$ cat src/rtl/modport_sweep.sv
// Exhaustive stimulus sweeper: applies vectors 0..2**WIDTH-1 to a one-output block and records its truth table.
// Optional MODPORT_SWEEP_DISPLAY_EN prints each captured vector in simulation.
module modport_sweep #(
    parameter int WIDTH  = 2,
    parameter int SETTLE = 10
) (
    input  logic                  clk,
    input  logic                  rst,
    input  logic                  start,
    input  logic                  dut_out,
    output logic [WIDTH-1:0]      inputs,
    output logic                  busy,
    output logic                  done,
    output logic                  sample_valid,
    output logic [WIDTH-1:0]      sample_idx,
    output logic                  sample_bit,
    output logic [2**WIDTH-1:0]   truth_table,
    output logic [WIDTH:0]        ones_count
);

    localparam int NVEC = 2**WIDTH;
    localparam int TW   = (SETTLE > 1) ? $clog2(SETTLE) : 1;
    localparam logic [WIDTH:0]  LAST_IDX   = (WIDTH+1)'(NVEC - 1);
    localparam logic [TW-1:0]   TIMER_LAST = TW'(SETTLE - 1);

    typedef enum logic [1:0] {
        S_IDLE,
        S_SETTLE,
        S_SAMPLE,
        S_DONE
    } state_t;

    state_t             state_reg;
    logic [WIDTH:0]     index_reg;
    logic [TW-1:0]      timer_reg;
    logic [WIDTH-1:0]   inputs_reg;
    logic               busy_reg;
    logic               done_reg;
    logic               sample_valid_reg;
    logic [WIDTH-1:0]   sample_idx_reg;
    logic               sample_bit_reg;
    logic [WIDTH:0]     ones_count_reg;

    logic start_ok;
    logic capture;

    // A new sweep may only begin from rest; start during a sweep is ignored.
    assign start_ok = start && ((state_reg == S_IDLE) || (state_reg == S_DONE));
    assign capture  = (state_reg == S_SAMPLE);

    always_ff @(posedge clk or posedge rst) begin
        if (rst) begin
            state_reg        <= S_IDLE;
            index_reg        <= '0;
            timer_reg        <= '0;
            inputs_reg       <= '0;
            busy_reg         <= 1'b0;
            done_reg         <= 1'b0;
            sample_valid_reg <= 1'b0;
            sample_idx_reg   <= '0;
            sample_bit_reg   <= 1'b0;
            ones_count_reg   <= '0;
        end else begin
            sample_valid_reg <= 1'b0;
            case (state_reg)
                S_IDLE, S_DONE: begin
                    if (start) begin
                        inputs_reg     <= '0;
                        index_reg      <= '0;
                        timer_reg      <= '0;
                        ones_count_reg <= '0;
                        done_reg       <= 1'b0;
                        busy_reg       <= 1'b1;
                        state_reg      <= S_SETTLE;
                    end
                end
                S_SETTLE: begin
                    timer_reg <= timer_reg + 1'b1;
                    if (timer_reg == TIMER_LAST) begin
                        state_reg <= S_SAMPLE;
                    end
                end
                S_SAMPLE: begin
                    sample_valid_reg <= 1'b1;
                    sample_idx_reg   <= index_reg[WIDTH-1:0];
                    sample_bit_reg   <= dut_out;
                    ones_count_reg   <= ones_count_reg + {{WIDTH{1'b0}}, dut_out};
                    // Last vector stays on the inputs after completion; no wrap back to 0.
                    if (index_reg == LAST_IDX) begin
                        busy_reg  <= 1'b0;
                        done_reg  <= 1'b1;
                        state_reg <= S_DONE;
                    end else begin
                        index_reg  <= index_reg + 1'b1;
                        inputs_reg <= index_reg[WIDTH-1:0] + 1'b1;
                        timer_reg  <= '0;
                        state_reg  <= S_SETTLE;
                    end
                end
                default: state_reg <= S_IDLE;
            endcase
        end
    end

    // One capture flop per truth-table entry, cleared when a new sweep starts.
    genvar gi;
    generate
        for (gi = 0; gi < NVEC; gi++) begin : g_tt
            logic tt_bit_reg;
            always_ff @(posedge clk or posedge rst) begin
                if (rst) begin
                    tt_bit_reg <= 1'b0;
                end else if (start_ok) begin
                    tt_bit_reg <= 1'b0;
                end else if (capture && (index_reg[WIDTH-1:0] == WIDTH'(gi))) begin
                    tt_bit_reg <= dut_out;
                end
            end
            assign truth_table[gi] = tt_bit_reg;
        end
    endgenerate

    assign inputs       = inputs_reg;
    assign busy         = busy_reg;
    assign done         = done_reg;
    assign sample_valid = sample_valid_reg;
    assign sample_idx   = sample_idx_reg;
    assign sample_bit   = sample_bit_reg;
    assign ones_count   = ones_count_reg;

`ifdef MODPORT_SWEEP_DISPLAY_EN
    always @(posedge clk) begin
        if (sample_valid_reg) begin
            $display("Test vector %d applied, output: %b", sample_idx_reg, sample_bit_reg);
        end
    end
`else
    // Display hook compiled out; ports and timing are identical.
`endif

endmodule

$ cat config.mk
export PLATFORM = sky130hd
export DESIGN_NAME = modport_sweep
export DESIGN_NICKNAME = d
export VERILOG_FILES = /design/src/rtl/modport_sweep.sv
export SDC_FILE = /design/constraint.sdc
export NUM_CORES = 1
export LEC_CHECK = 0
export CAP_MARGIN = 20
export CORE_MARGIN = 3
export CORE_UTILIZATION = 57
export DETAILED_ROUTE_END_ITERATION = 8
export PLACE_DENSITY = 0.83
export SLEW_MARGIN = 20
export SYNTH_ARGS = -nofsm -noshare
export SYNTH_HDL_FRONTEND = slang
export SYNTH_SLANG_ARGS = --single-unit
$ cat constraint.sdc
create_clock -name clk -period 2.7 [get_ports clk]
set_input_delay 0.405 -clock clk [delete_from_list [all_inputs] [get_ports clk]]
set_output_delay 0.405 -clock clk [all_outputs]
set_load 0.05 [all_outputs]
Yosys cells after proc, flatten, opt, wreduce, memory -nomap -nowiden

Index checks and enable logic that the tools add are counted.

Add/subtract/negate cells: 4
Equal/unequal tests: 12
Multiplexer cells: 29
Reductions and logical operators: 19

Operator list:

| operator              | count |
|---|---|
| $mux W1               | 13 |
| $pmux W3 S2           | 2 |
| $pmux W4 S3           | 1 |
| $mux W2               | 5 |
| $reduce_bool A2 Y1    | 5 |
| $eq A2 B2 Y1 const B  | 4 |
| $mux W4               | 2 |
| $mux W3               | 2 |
| $ne A2 B2 Y1 const B  | 3 |
| $pmux W2 S3           | 1 |
| $reduce_and A2 Y1     | 3 |
| $reduce_and A3 Y1     | 2 |
| $logic_and A1 B1 Y1   | 5 |
| $add A4 B1 Y4 const B | 1 |
| $eq A2 B1 Y1 const B  | 2 |
| $eq A4 B4 Y1 const B  | 1 |
| $logic_not A2 Y1      | 2 |
| $pmux W1 S2           | 2 |
| $pmux W2 S2           | 1 |
| $add A3 B1 Y3         | 1 |
| $add A3 B1 Y3 const B | 1 |
| $eq A3 B2 Y1 const B  | 1 |
| $add A2 B1 Y2 const B | 1 |
| $ne A2 B1 Y1 const B  | 1 |
| other kinds (2)       | 2 |

Flip-flop bits (word level): 24
Bits of input ports: 4
Output and inout bits: 15
Logic and storage cells: 78

Depth between registers and ports, before layout

Word-level depth: 4
Mapped depth: 7
Gate-level depth less buffers: 5

Least setup slack after synthesis

No wires, ideal clock.

Path type: reg-to-reg
From: reg index_reg[0]
To: reg index_reg[2]
Data arrival time: 1480 ps
Required time: 2618 ps
Setup slack: 1138 ps
Stages on the path, launching flop included: 6
Cell sequence: dfrtp_1 ha_1 ha_1 or3b_1 o31a_1 o22ai_1

Longest elaborated chain between the ends: 3
Elaborated cells between the ends (all ways): 6
Those cells by class: 1 x add/sub; 2 x eq/ne; 2 x mux; 1 x reduce/logical

RTL lines:

| item                                                    | RTL line | source |
|---|---|---|
| start, declared                                         | 34       | `logic [WIDTH:0] index_reg;` |
| start signal, assigned                                  | 94       | `index_reg <= index_reg + 1'b1;` |
| $add A3 B1 Y3 / $eq A3 B2 Y1 (equally long branches)    | 94, 89   |  |
| $mux W3 / $ne A2 B2 Y1 (equally long branches)          | --       |  |
| $pmux W3 S2 / $reduce_and A3 Y1 (equally long branches) | --       |  |

Several ways; a longest one is shown, not always the timed one. The select of a mux whose other input is x is not followed.
A chain may end at the register's enable or synchronous reset.

==> results.json <==
{
  "outcome": "complete, no violations",
  "grt_pass1_vias": 908,
  "p_sw_w": 0.000323,
  "die-area_sq_um": 2840,
  "worst_skew_pair.late_latency_ps": 310,
  "rows": 16,
  "crit_buf_inv": 1,
  "antenna_found_initial": 0,
  "ys_types": 32,
  "post-cts-setup-buffer-count": 0,
  "drive_gt1_share_pct": 8.63,
  "cp.required_ps": 2300,
  "postCtsHoldBufs": 0,
  "io_buffer_count": 18,
  "path_clk_slew_ps": 120,
  "ant_nets": 0,
  "startpoint_type": "flip-flop",
  "grt_overflow_total": 0,
  "finalNetCount": 157,
  "worstPathMaxFanout": 8,
  "slowest_delay_ps": 860,
  "slew_viol_final": 0,
  "ys_seq_elements": 22,
  "slew_headroom_pct": 46.3,
  "cts_root_buf": "clkbuf_4",
  "power_density_nw_per_um2": 653,
  "diodes": 0,
  "setup_viol": 0,
  "ctsResizeCount": 0,
  "crit_type": "flip-flop to output port",
  "ys_seq_area_share_pct": 43.2,
  "htreeDepth": 1,
  "p_int_w": 0.000639,
  "grt_usage_pct": 20.0,
  "routed_wl_um": 2380,
  "dp_hpwl_um": 1760,
  "worst_slew_pin_slew_ps": 805,
  "critPathTopFamily": "buffers and inverters",
  "fp.dieH_um": 53.3,
  "pwr-share-comb_pct": 31.7,
  "clock-sinks": 22,
  "fmax_mhz": 482,
  "cp-end-kind": "output port",
  "cts_buffers": 3,
  "synth_edf_count": 0,
  "power_frac_seq_pct": 42.3,
  "async_flop_share_pct": 100,
  "crit_arrival_ps": 1670,
  "start_util_pct": 62.4,
  "clock_path_buffers": 2,
  "rsz0062_at_grt": "no",
  "vias": 919,
  "skew_ps": 6.93,
  "grt_start_max_net_pins": 23,
  "die_x_um": 53.3,
  "firstDrtPassIters": 4,
  "setup_tns_ps": 0,
  "cap_violations": 0,
  "drt_iter0_drc": 11,
  "ios": 19,
  "routedWlPerCell_um": 14.3,
  "dpl_cell_area_sq_um": 1420,
  "drc": 0,
  "ir_drop_uv": 570,
  "synthTopCellsByArea": "dfrtp_1 (43%), ha_1 (13%), buf_4 (4.7%), nand2_1 (4.1%), mux2_2 (3.5%)",
  "sw_frac_of_total_pct": 33.6,
  "hold_viol": 0,
  "syn_area_per_cell_sq_um": 10.0,
  "slowest_stage": "clkdlybuf4s50_1",
  "final_cell_area_sq_um": 1470,
  "path_cells": "clkdlybuf4s50_1",
  "period_share_pct": 76.9,
  "viasPerCell": 5.54,
  "core-area_sq_um": 2040,
  "synthFlopType": "dfrtp_1",
  "clkPwrFrac_pct": 26.0,
  "yosysTopAreaCell": "dfrtp_1",
  "area_growth_pct": 15.6,
  "p_leak_nw": 0.635,
  "grt_pass1_wl_um": 4110,
  "syn_nets": 144,
  "fin_crit_ps": 2080,
  "hold_path.class": "flip-flop to flip-flop",
  "synth_top_area_share_pct": 43.2,
  "synthCells": 127,
  "cts_tree": "built",
  "syn_area_sq_um": 1270,
  "routabilityCongestion": 0.784,
  "yosys_warnings": 0
}
synthesized netlist by cell type, drive strengths merged (2+ instances only):
cell type / count
nand3: 5
nor2b: 2
mux2: 4
buf: 11
nand3b: 4
and2: 2
dfrtp: 22
nand2: 14
a32o: 2
o22ai: 2
o211ai: 2
ha: 13
a22o: 2
nor2: 2
nand2b: 5
a21oi: 8
inv: 7
o21ai: 10
path summary, 6_finish.rpt:
path	startpoint	end	slack, ps	depth (start not counted)
max	index_reg[0]$_DFFE_PP0P_	inputs[0]	620	1
min	sample_idx[0]$_DFFE_PP0N_	sample_idx[0]$_DFFE_PP0N_	520	1
max reg2reg	state_reg[0]$_DFFE_PP0P_	index_reg[0]$_DFFE_PP0P_	860	5
min reg2reg	sample_idx[0]$_DFFE_PP0N_	sample_idx[0]$_DFFE_PP0N_	520	1
max in group asynchronous	rst	index_reg[2]$_DFFE_PP0P_	1660	2
min in group asynchronous	rst	ones_count[1]$_DFFE_PP0P_	540	2
per-stage QoR:
step | worst slack [ps] | utilization (%) | hold slack [ps] | total power (W) | cells
floorplan | 1140 | - | 394 | 0.000643 | 127
global placement | 904 | 69.6 | 489 | 0.000702 | 162
detailed placement | 861 | 69.6 | 499 | 0.000717 | 162
CTS | 609 | 72.2 | 528 | 0.000972 | 166
global route | 562 | 72.2 | 554 | 0.00102 | 166
finish | 624 | 72.2 | 523 | 0.000962 | 166
layer usage:
| layer | vias up | wire length, um | track usage, % |
|---|---|---|---|
| li1 | 461 | - | - |
| met5 | - | 0 | 0 |
| met3 | 4 | 57 | 3.38 |
| met2 | 11 | 1140 | 33.9 |
| met4 | 0 | 19 | 7.66 |
| met1 | 443 | 1160 | 25.0 |
kinds of logic after synthesis:
family,Yosys count,share of synthesized area (%)
compound gates,30,15.5
fa+ha+maj,13,12.8
buf+inv,18,7.95
flops,22,43.2
mux,5,4.32
simple gates,39,16.3
cell usage in the layout (no fill, tap or decap), drive strengths merged, types with 2 or more instances in the layout:
master         netlist  routed
clkbuf               0       3
ha                  13      13
clkdlybuf4s50        0      18
mux2                 4       4
a22o                 2       2
dfrtp               22      22
nand3b               4       4
o21ai               10      10
nor2                 2       2
a32o                 2       2
o22ai                2       2
nand3                5       5
nor2b                2       2
nand2               14      14
o211ai               2       2
inv                  7       7
and2                 2       2
a21oi                8       8
nand2b               5       5
power by group through the flow:
stage | clock [W] | sequential (W) | combinational (W)
after global routing | 0.000270 | 0.000413 | 0.000337
final | 0.000250 | 0.000407 | 0.000305
after global placement | 0 | 0.000409 | 0.000293
after floorplan | 0 | 0.000447 | 0.000196
after detailed placement | 0 | 0.000412 | 0.000304
after CTS | 0.000260 | 0.000406 | 0.000306
cell type report:
type | instances | area, sq um
multi-input cells | 87 | 623
fillers | 157 | 568
flip-flops and latches | 22 | 551
repair buffers | 19 | 188
well taps | 27 | 33.8
clock inverters | 1 | 30.0
inverters | 7 | 26.3
clock buffers | 3 | 22.5
Power figures use the tool's default switching activity.
